File: src/rtl/if_fetch.sv
// Instruction fetch front end: issues PC-addressed requests to instruction
// memory under a credit limit, pairs in-order responses with their PCs and
// buffers them in a small instruction queue for decode. A flush discards all
// queued and in-flight work; late responses are counted off via drop_cnt.
//
// Handshakes: every channel transfers on a cycle where valid && ready are both
// high at the rising clock edge. pc_valid/pc_ready is the PC register channel,
// imem_req_valid/imem_req_ready the memory request channel (same transfer as
// the PC channel), inst_valid/inst_ready the decode channel. imem_rsp_valid has
// no ready: memory responses are always absorbed.
module if_fetch #(
   parameter int DEPTH = 2
) (
   input  logic        clk,
   input  logic        rst,
   input  logic [31:0] pc_in,
   input  logic        pc_valid,
   output logic        pc_ready,
   input  logic        flush,
   output logic        imem_req_valid,
   output logic [31:0] imem_req_addr,
   input  logic        imem_req_ready,
   input  logic        imem_rsp_valid,
   input  logic [31:0] imem_rsp_data,
   output logic        inst_valid,
   input  logic        inst_ready,
   output logic [31:0] inst_out,
   output logic [31:0] inst_pc
);

   localparam int PW = (DEPTH > 1) ? $clog2(DEPTH) : 1;
   localparam int CW = $clog2(DEPTH) + 1;
   localparam int SW = CW + 2;

   // occupancy counters
   logic [CW-1:0] count_q, count_d;
   logic [CW-1:0] outstanding_q, outstanding_d;
   logic [CW-1:0] drop_cnt_q, drop_cnt_d;

   // instruction queue and pending-PC FIFO pointers
   logic [PW-1:0] q_rd_ptr_q, q_rd_ptr_d;
   logic [PW-1:0] q_wr_ptr_q, q_wr_ptr_d;
   logic [PW-1:0] pf_rd_ptr_q, pf_rd_ptr_d;
   logic [PW-1:0] pf_wr_ptr_q, pf_wr_ptr_d;

   // storage
   logic [31:0] q_data_q [DEPTH];
   logic [31:0] q_data_d [DEPTH];
   logic [31:0] q_pc_q   [DEPTH];
   logic [31:0] q_pc_d   [DEPTH];
   logic [31:0] pf_pc_q  [DEPTH];
   logic [31:0] pf_pc_d  [DEPTH];

   logic [SW-1:0] credit_sum;
   logic [SW-1:0] drop_sum;
   logic          credit;
   logic          accept;
   logic          rsp_take;
   logic          rsp_drop;
   logic          rsp_orphan;
   logic          pop;

   function automatic logic [PW-1:0] ptr_inc(input logic [PW-1:0] p);
      if (p == PW'(DEPTH - 1)) begin
         return '0;
      end
      return p + PW'(1);
   endfunction

   // Credit and handshake decode from registered occupancy only
   always_comb begin
      credit_sum     = SW'(drop_cnt_q) + SW'(outstanding_q) + SW'(count_q);
      credit         = (credit_sum < SW'(DEPTH));
      imem_req_valid = pc_valid && credit && !flush;
      imem_req_addr  = pc_in;
      pc_ready       = imem_req_ready && credit && !flush;
      accept         = pc_valid && pc_ready;
      inst_valid     = (count_q != '0);
      inst_out       = inst_valid ? q_data_q[q_rd_ptr_q] : '0;
      inst_pc        = inst_valid ? q_pc_q[q_rd_ptr_q] : '0;
      pop            = inst_valid && inst_ready && !flush;
      rsp_orphan     = (outstanding_q == '0) && (drop_cnt_q == '0);
      rsp_take       = imem_rsp_valid && (drop_cnt_q == '0) && !rsp_orphan && !flush;
      rsp_drop       = imem_rsp_valid && (drop_cnt_q != '0);
      drop_sum       = SW'(drop_cnt_q) + SW'(outstanding_q)
                       - ((imem_rsp_valid && !rsp_orphan) ? SW'(1) : SW'(0));
   end

   // Next-state computation for counters, pointers and storage
   always_comb begin
      count_d       = count_q;
      outstanding_d = outstanding_q;
      drop_cnt_d    = drop_cnt_q;
      q_rd_ptr_d    = q_rd_ptr_q;
      q_wr_ptr_d    = q_wr_ptr_q;
      pf_rd_ptr_d   = pf_rd_ptr_q;
      pf_wr_ptr_d   = pf_wr_ptr_q;
      q_data_d      = q_data_q;
      q_pc_d        = q_pc_q;
      pf_pc_d       = pf_pc_q;
      if (flush) begin
         // everything in flight becomes a response to discard
         count_d       = '0;
         outstanding_d = '0;
         drop_cnt_d    = drop_sum[CW-1:0];
         q_rd_ptr_d    = '0;
         q_wr_ptr_d    = '0;
         pf_rd_ptr_d   = '0;
         pf_wr_ptr_d   = '0;
      end else begin
         if (accept) begin
            pf_pc_d[pf_wr_ptr_q] = pc_in;
            pf_wr_ptr_d          = ptr_inc(pf_wr_ptr_q);
         end
         if (rsp_take) begin
            q_data_d[q_wr_ptr_q] = imem_rsp_data;
            q_pc_d[q_wr_ptr_q]   = pf_pc_q[pf_rd_ptr_q];
            q_wr_ptr_d           = ptr_inc(q_wr_ptr_q);
            pf_rd_ptr_d          = ptr_inc(pf_rd_ptr_q);
         end
         if (rsp_drop) begin
            drop_cnt_d = drop_cnt_q - CW'(1);
         end
         if (pop) begin
            q_rd_ptr_d = ptr_inc(q_rd_ptr_q);
         end
         case ({accept, rsp_take})
            2'b10:   outstanding_d = outstanding_q + CW'(1);
            2'b01:   outstanding_d = outstanding_q - CW'(1);
            default: outstanding_d = outstanding_q;
         endcase
         case ({rsp_take, pop})
            2'b10:   count_d = count_q + CW'(1);
            2'b01:   count_d = count_q - CW'(1);
            default: count_d = count_q;
         endcase
      end
   end

   // Control state with synchronous reset
   always_ff @(posedge clk) begin
      if (rst) begin
         count_q       <= '0;
         outstanding_q <= '0;
         drop_cnt_q    <= '0;
         q_rd_ptr_q    <= '0;
         q_wr_ptr_q    <= '0;
         pf_rd_ptr_q   <= '0;
         pf_wr_ptr_q   <= '0;
      end else begin
         count_q       <= count_d;
         outstanding_q <= outstanding_d;
         drop_cnt_q    <= drop_cnt_d;
         q_rd_ptr_q    <= q_rd_ptr_d;
         q_wr_ptr_q    <= q_wr_ptr_d;
         pf_rd_ptr_q   <= pf_rd_ptr_d;
         pf_wr_ptr_q   <= pf_wr_ptr_d;
      end
   end

   // Data storage; contents are only meaningful behind valid pointers
   always_ff @(posedge clk) begin
      q_data_q <= q_data_d;
      q_pc_q   <= q_pc_d;
      pf_pc_q  <= pf_pc_d;
   end

   // A response with nothing outstanding and nothing to drop is a memory bug
   a_no_orphan_rsp: assert property (@(posedge clk) disable iff (rst)
      imem_rsp_valid |-> !rsp_orphan);

endmodule

File: config.mk
export PLATFORM = sky130hd
export DESIGN_NAME = if_fetch
export DESIGN_NICKNAME = d
export VERILOG_FILES = /design/src/rtl/if_fetch.sv
export SDC_FILE = /design/constraint.sdc
export NUM_CORES = 1
export LEC_CHECK = 0
export ABC_CLOCK_PERIOD_IN_PS = 5300
export CAP_MARGIN = 20
export CORE_UTILIZATION = 51
export CTS_CLUSTER_SIZE = 24
export DETAILED_ROUTE_END_ITERATION = 7
export GPL_ROUTABILITY_DRIVEN = 0
export PLACE_DENSITY = 0.92
export SYNTH_ARGS = -nofsm -noshare
export SYNTH_HDL_FRONTEND = slang
export SYNTH_SLANG_ARGS = --single-unit
File: constraint.sdc
create_clock -name clk -period 5.3 [get_ports clk]
set_input_delay 1.06 -clock clk [delete_from_list [all_inputs] [get_ports clk]]
set_output_delay 1.06 -clock clk [all_outputs]
set_load 0.05 [all_outputs]
-- Yosys cells after proc, flatten, opt, wreduce, memory -nomap -nowiden
Index checks and enable logic that the tools add are counted.
- bits in read-only memories: 0
- latch bits: 0
- bits of input ports: 71
- register bits after elaboration: 202
- output and inout port bits: 99
- word-level logic and storage cells: 111
- memories kept: 0
- memory bits (writable): 0
- $lt $le $gt $ge: 7
- bitwise gates (word level): 5
- div/mod/pow operators: 0
- multiplexer cells: 43
- multiply operators: 0
- equality and inequality tests: 4
- reduce and logical (&&, ||, !) cells: 27
- shift-type cells: 0
- add/sub/neg operators: 12
- operators by type and width (operator ; number):
    2-to-1 mux 32 bit ; 13
    bitwise mux 64 bit ; 3
    demux 32 bit (select 1 bit) ; 2
    2-to-1 mux 1 bit ; 21
    logical AND 1 bit ; 15
    nonzero test 2 bit ; 5
    greater-or-equal comparator 2 bit, second input constant ; 4
    NOT 1 -> 2 bit ; 4
    one-hot mux 2 bit (2 select lines) ; 2
    subtractor 2 x 1 -> 2 bit, second input constant ; 3
    adder 1 bit, second input constant ; 4
    adder 2 x 1 -> 2 bit, second input constant ; 2
    adder 3 x 2 -> 4 bit ; 1
    equality test 2 x 1 -> 1 bit, second input constant ; 2
    equality test 2 bit, second input constant ; 2
    logical NOT 2 bit ; 2
    less-than comparator 2 x 1 -> 1 bit, second input constant ; 2
    less-than comparator 4 x 2 -> 1 bit, second input constant ; 1
    2-to-1 mux 2 bit ; 2
    AND reduction 2 bit ; 2
    adder 2 x 2 -> 3 bit ; 1
    logical NOT 1 bit ; 2
    OR reduction 2 bit ; 1
    subtractor 2 x 1 -> 2 bit ; 1
    NOT 1 bit ; 1

-- Logic depth before layout (Yosys ltp)
Gate-level depths: netlist (run 1).
- depth in word-level cells: 9
- depth in mapped cells: 11
- mapped depth without buffers: 11

-- Worst setup path after synthesis (run 1)
OpenSTA, ideal clock, no wires.
- path kind: input-to-reg
- start point: in flush
- end point: reg q_data_q[32] in the netlist's numbering (enable)
- path slack: 666 ps
- path buffers: 1
- required time: 4814 ps
- stages on the path: 4
- arrival: 4148 ps
- cells stage by stage: buf_6 nor2_1 inv_1 nor2_1
- word-level cells in the longest chain between the ends: 3
- RTL lines (item ; line ; text):
    from (decl) ; 19 ; input logic flush,
    logical NOT 1 bit ; 83 ; rsp_take = imem_rsp_valid && (drop_cnt_q == '0) && !rsp_orphan && !flush;
    logical AND 1 bit ; 83 ;
    net rsp_take ; 58 ; logic rsp_take;
    AND reduction 2 bit (no source line) ; n/a ;
    to (signal assigned) ; 163 ; q_data_q <= q_data_d;
    to (decl) ; 47 ; logic [31:0] q_data_q [DEPTH];
The timed path passes the listed nets, and every way through them passes these cells.
A chain may end at the register's enable or synchronous reset.

-- Worst setup path after layout (run 1)
- start point: reg outstanding_q[0]
- end point: out imem_req_valid
- word-level cells in the longest chain between the ends: 5
- RTL lines (item ; line ; text):
    from (decl) ; 37 ; logic [CW-1:0] outstanding_q, outstanding_d;
    from (signal assigned) ; 152 ; outstanding_q <= outstanding_d;
    adder 2 x 2 -> 3 bit ; n/a ;
    adder 3 x 2 -> 4 bit ; 72 ; credit_sum = SW'(drop_cnt_q) + SW'(outstanding_q) + SW'(count_q);
    less-than comparator 4 x 2 -> 1 bit ; 73 ; credit = (credit_sum < SW'(DEPTH));
    logical AND 1 bit (2 in series) ; 74 ; imem_req_valid = pc_valid && credit && !flush;
    to (decl) ; 20 ; output logic imem_req_valid,
Every way passes these cells.

==> results of run 1 <==
## stage by stage
| step | hold slack, ns | utilization, % | std cells |
|---|---|---|---|
| floorplan | 0.4879 | - | 483 |
| global placement | 0.5133 | 63.44 | 815 |
| detailed placement | 0.5187 | 63.44 | 815 |
| CTS | 0.5286 | 67.70 | 855 |
| global route | 0.5791 | 67.83 | 856 |
| finish | 0.5337 | 67.83 | 856 |
## cells in the final DEF, fill, tap and decap left out, types with 3 or more instances in the layout
cell / n
mux2i_1: 64
nand2_1: 4
clkinv_2: 4
inv_1: 9
clkbuf_16: 23
ha_1: 6
nor2_1: 75
buf_4: 4
a211oi_1: 3
or3_1: 3
clkbuf_1: 6
dfxtp_1: 8
xnor2_1: 5
mux2_2: 32
edfxtp_1: 192
xor2_1: 4
o21ai_0: 4
clkinv_1: 6
nor2_4: 3
clkdlybuf4s50_1: 169
## final timing paths
| kind | startpoint | end | depth (start not counted) | slack [ns] |
|---|---|---|---|---|
| max reg2reg | outstanding_q[0] | pf_pc_q[22] | 8 | 1.71 |
| min | pf_wr_ptr_q | pf_wr_ptr_q | 2 | 0.53 |
| max | outstanding_q[0] | imem_req_valid | 9 | 0.36 |
| min reg2reg | pf_wr_ptr_q | pf_wr_ptr_q | 2 | 0.53 |
## worst register-to-register path: cells and delay by family, from the launching register on
family	cells	cell delay (ns)
AOI/OAI and AO/OA	1	0.09
adders and majority gates	3	1.34
buffers and inverters	1	0.08
DFF	1	0.37
and+or+nand+nor	3	1.31
## sequential cells by signal (all words and copies together), names as in the netlist
name           count
count_q            2
drop_cnt_q         2
outstanding_q      2
pf_pc_q           64
pf_rd_ptr_q        1
pf_wr_ptr_q        1
q_data_q          64
q_pc_q            64
q_rd_ptr_q         1
q_wr_ptr_q         1
## metal layers
| layer | routed length [um] | share of wire, % | up-vias | global-route usage, % |
|---|---|---|---|---|
| met4 | 187 | 1.2 | 0 | 6.232 |
| met1 | 5914 | 39 | 2080 | 22.43 |
| li1 | - | - | 2035 | - |
| met3 | 1220 | 8.1 | 17 | 4.690 |
| met2 | 7666 | 51 | 179 | 33.19 |
| met5 | 0 | 0 | - | 0 |
## area by class of cell
class / count / area (um2) / area share [%]
Tap cell: 211 / 264.0 / 2.551
Clock inverter: 11 / 51.30 / 0.4956
Inverter: 9 / 33.78 / 0.3264
Multi-Input combinational cell: 220 / 1690 / 16.33
Timing Repair Buffer: 174 / 1742 / 16.83
Sequential cell: 202 / 5971 / 57.69
Clock buffer: 29 / 598.1 / 5.779
## report_power, final
part / switching [mW] / total (mW) / internal, mW
sequential: 0.00587 / 1.76 / 1.76
clock: 0.561 / 1.35 / 0.792
combinational: 0.105 / 0.195 / 0.0901
total: 0.672 / 3.31 / 2.64
## cell families after synthesis
group,share of synthesized area (%)
adder cells (fa/ha/maj),1.439
buffers and inverters,4.629
AO/OA/AOI/OAI,1.016
multiplexers,12.51
flip-flops,74.56
XOR/XNOR,0.9851
AND/OR/NAND/NOR,4.863
==> out/results.ini, run 1 <==
[clock_tree]
h-tree-depth=1
cts_made_buffers=22
cts_num_sinks=202
clk_latency_ns=0.48
postCtsSetupBuffers=0
cts_tree=done
clock-root-buffer=clkbuf_16
path_clk_slew_ns=0.06
post_cts_resized=0
hold_buffers=0
clockBufferDepth=3

[critical_path]
required_ns=4.24
crit_arrival_ns=3.88
critPathSlowestCell=clkdlybuf4s50_1
critPathTopFamily=adder cells
end_kind=primary output
path_common_cell=fa_1
cpPeakStageDelay_ns=0.79
crit_path_max_fanout=5
path_cells=ha_1 -> fa_1 -> inv_1 -> fa_1 -> nand2_1 -> o21ai_0 -> nor4b_1 -> and2_1 -> clkdlybuf4s50_1
crit_buf_inv=2
cp-start-kind=register
critPathKind=register to primary output

[detailed_routing]
drc_errors=0
drt_iter0_markers=211
avgViaCountPerCell=5.036
drtPass1Iterations=4
wl_per_cell_um=17.51
ant_nets=0
drt_wl_total_um=14990
num_vias=4311

[placement]
place_ws_ns=0.9390
placed_area_um2=9681
portBuffers=169
hpwlAfterDp_um=9410

[timing]
hold_viol_final=0
fin_ws_ns=0.3600
setup_viol=0
min_period_ns=4.940
max_slew_margin_pct=29.94
clock_skew_ns=0.008061
drv_slew=0
max_freq_ghz=0.2024
period_share_pct=93.21
tns_ns=0
tightest_slew_ns=1.048
rsz0062_at_grt=false

[power]
power_density_nw_per_um2=319.9
p_leak_nw=3.283
peakVddDrop_uv=308.2
total_power_mw=3.311

[floorplanning]
dieArea_um2=16190
rows=45
die_w_um=127.3
core_area_um2=15260
fp.dieH_um=127.3
start_util_pct=52.44
ios=170

[logic_synthesis]
yosysWarnings=0
synth_top_area_share_pct=72.06
syn_avg_cell_area_um2=16.57
synth_edf_count=192
ys_types=30
yosysSeqAreaShare_pct=74.56
synthTopCellsByArea=edfxtp_1, mux2i_1, mux2_2
synth_area_um2=8001
syn_inst=483
yosysTopAreaCell=edfxtp_1
syn_nets=562
ys_async_sr_fraction_pct=0
ys_seq_elements=202
synth.most_common_cell=edfxtp_1
yosys-top-cells-count=edfxtp_1, nor2_1, mux2i_1, buf_4, mux2_2
synth_ff_type=edfxtp_1

[run_status]
status=completed

[layout]
num-fill-cells=1004
drive_gt1_share_pct=11.47
layout.nets=708
num_antenna_cells=0
fin_area_um2=10350
area_delta_synth_final_pct=29.35

[grt]
grt_first_pass_wirelength_um=23490
grt_pass1_vias=4697
grtUsageTotal_pct=18.74
antenna_found_initial=0
grt_start_max_net_pins=66
grt-ovfl-total=0

[min_path]
hold_path_class=register to register

[flow_run]
maxCapViolations=0

No activity file was read; power rests on OpenSTA's default activity.
==> run 2, diff against run 1 <==
--- a/config.mk
+++ b/config.mk
@@ -7,6 +7,7 @@
 export LEC_CHECK = 0
 export ABC_CLOCK_PERIOD_IN_PS = 5300
 export CAP_MARGIN = 20
+export CORE_ASPECT_RATIO = 0.7
 export CORE_UTILIZATION = 51
 export CTS_CLUSTER_SIZE = 24
 export DETAILED_ROUTE_END_ITERATION = 7
==> run 2 against run 1 <==
Net effect:
- die area hardly changed
- final cell count shrank 2.3%
- register-to-register slack better by 0.02 ns
- sequential share of layout area about the same
- clock-buffer cell count fell by 4
- non-clock buffer count stayed put
- setup slack improved by 0.10 ns
- critical path type unchanged
- wire length up 1.7%
- utilization is 1.2 points higher
- sequential power barely moved
- combinational power is essentially flat
==> out/results.ini, run 2 (synthesis gave the netlist of run 1 again) <==
[placement]
portBuffers=169  ; unchanged
place_ws_ns=0.9995  ; +0.06056 ns
hpwlAfterDp_um=9778  ; +3.9%

[timing]
max_freq_ghz=0.2066  ; +2.1%
period_share_pct=91.32  ; -1.9 points
min_period_ns=4.840  ; -0.1001 ns
tns_ns=0  ; unchanged
clock_skew_ns=0.01247  ; +0.004412 ns
rsz0062_at_grt=false
setup_viol=0  ; unchanged
hold_viol_final=0  ; unchanged
fin_ws_ns=0.4601  ; +0.1001 ns
tightest_slew_ns=0.9947  ; -0.05365 ns
drv_slew=0  ; unchanged
max_slew_margin_pct=33.53  ; +3.6 points

[clock_tree]
cts_tree=done
cts_made_buffers=20  ; -9.1%
clk_latency_ns=0.48  ; about the same
clock-root-buffer=clkbuf_16
clockBufferDepth=3  ; unchanged
cts_num_sinks=202  ; unchanged
postCtsSetupBuffers=0  ; unchanged
hold_buffers=0  ; unchanged
path_clk_slew_ns=0.06  ; about the same
post_cts_resized=0  ; unchanged
h-tree-depth=1  ; unchanged

[detailed_routing]
avgViaCountPerCell=5.154  ; +2.3%
num_vias=4309  ; -0.046%
drt_iter0_markers=203  ; -3.8%
drtPass1Iterations=6  ; +2
drt_wl_total_um=15250  ; +1.7%
drc_errors=0  ; unchanged
ant_nets=0  ; unchanged
wl_per_cell_um=18.24  ; +4.2%

[layout]
fin_util_pct=69.05  ; +1.2 points
area_delta_synth_final_pct=29.44  ; about the same
final_common_cell=edfxtp_1
reg_top3=pf_pc_q (64), q_data_q (64), q_pc_q (64)
most-common-layout-cells=edfxtp_1, clkdlybuf4s50_1, nor2_1, mux2i_1, mux2_2
drive_gt1_share_pct=12.01  ; +0.54 points
num-fill-cells=975  ; -2.9%
num_antenna_cells=0  ; unchanged
layout.nets=706  ; -0.28%

[critical_path]
critPathKind=register to primary output
cp-start-kind=register
end_kind=primary output
crit_arrival_ns=3.78  ; -0.10 ns
reg2reg_to=pf_pc_q[27]
ff2ff_setup_slack_ns=1.73  ; +0.02 ns
ff2ff_path_depth=8  ; unchanged
critPathCapture=imem_req_valid
crit_path_max_fanout=5  ; unchanged
reg2reg_from=outstanding_q[0]
startpoint=outstanding_q[0]
required_ns=4.24  ; about the same

[grt]
grt_pass1_vias=4656  ; -0.87%
antenna_found_initial=0  ; unchanged
grt-ovfl-total=0  ; unchanged
grtUsageTotal_pct=18.88  ; +0.14 points
grt_start_max_net_pins=66  ; unchanged
grt_first_pass_wirelength_um=23330  ; -0.68%

[min_path]
hold_path_class=register to register

[floorplanning]
die_w_um=151.7  ; +19%
start_util_pct=53.35  ; +0.91 points
dieArea_um2=16200  ; about the same
core_area_um2=15000  ; -1.7%
fp.dieH_um=106.8  ; -16%
rows=37  ; -18%
ios=170  ; unchanged

[flow_run]
maxCapViolations=0  ; unchanged

[power]
p_leak_nw=3.287  ; +0.12%
power_density_nw_per_um2=327.7  ; +2.4%
peakVddDrop_uv=208.9  ; -32%

[run_status]
status=completed

## run 2: cell types whose count changed in the layout (fill, tap and decap cells not counted)
cell | previous run | this run
bufinv_16 | 0 | 3
clkbuf_1 | 6 | 4
clkbuf_16 | 23 | 21
clkinv_1 | 6 | 1
clkinv_4 | 1 | 0
clkinvlp_4 | 0 | 3
## run 2: critical path: stages, from the launching register on
cell	delay, ns
dfxtp_1	0.37
ha_1	0.25
fa_1	0.56
inv_1	0.08
fa_1	0.43
nand2_1	0.07
o21ai_0	0.18
nor4b_1	0.38
and2_1	0.18
clkdlybuf4s50_1	0.81
## run 2: per-layer routing
layer | vias up | GRT usage, % | share of wire (%)
met2 | 181 | 33.41 | 49
met4 | 0 | 5.516 | 1.8
li1 | 2025 | - | -
met5 | - | 0 | 0
met1 | 2073 | 22.90 | 40
met3 | 30 | 4.468 | 8.5
## run 2: power by group
group | internal (mW) | switching [mW]
logic | 0.0905 | 0.107
registers | 1.76 | 0.00610
clock network | 0.873 | 0.561
## run 2: how the worst min path moves through the flow
stage / startpoint / to / slack, ns / depth (start not counted)
CTS: outstanding_q[1] / outstanding_q[1] / 0.55 / 2
detailed placement: outstanding_q[1] / outstanding_q[1] / 0.54 / 2
global placement: outstanding_q[1] / outstanding_q[1] / 0.53 / 2
finish: outstanding_q[1] / outstanding_q[1] / 0.55 / 2
floorplan: pf_wr_ptr_q / pf_wr_ptr_q / 0.49 / 2
global route: outstanding_q[1] / outstanding_q[1] / 0.57 / 2
## run 2: stage by stage
stage	instance area, um2	cells	hold WS [ns]	power, mW
after global routing	10360	836	0.5709	3.487
after detailed placement	9661	799	0.5421	1.993
after global placement	9661	799	0.5258	1.982
final	10360	836	0.5501	3.394
after CTS	10340	835	0.5501	3.419
after floorplan	8001	483	0.4879	1.907
## run 2: layout make-up
class                   instances  area, um2  share of cell area, %
clock buffers                  25      540.5                  5.219
multi-input cells             220       1690                  16.32
well taps                     195      244.0                  2.356
repair buffers                174       1742                  16.82
flip-flops and latches        202       5971                  57.65
inverters                       9      33.78                 0.3262
clock inverters                11      136.4                  1.317
==> run 3, diff against run 2 <==
--- a/config.mk
+++ b/config.mk
@@ -13,6 +13,7 @@
 export DETAILED_ROUTE_END_ITERATION = 7
 export GPL_ROUTABILITY_DRIVEN = 0
 export PLACE_DENSITY = 0.92
+export SKIP_CTS_REPAIR_TIMING = 1
 export SYNTH_ARGS = -nofsm -noshare
 export SYNTH_HDL_FRONTEND = slang
 export SYNTH_SLANG_ARGS = --single-unit
==> results of run 3 <==
The final DEF is identical to that of run 2; final timing and power are the same.
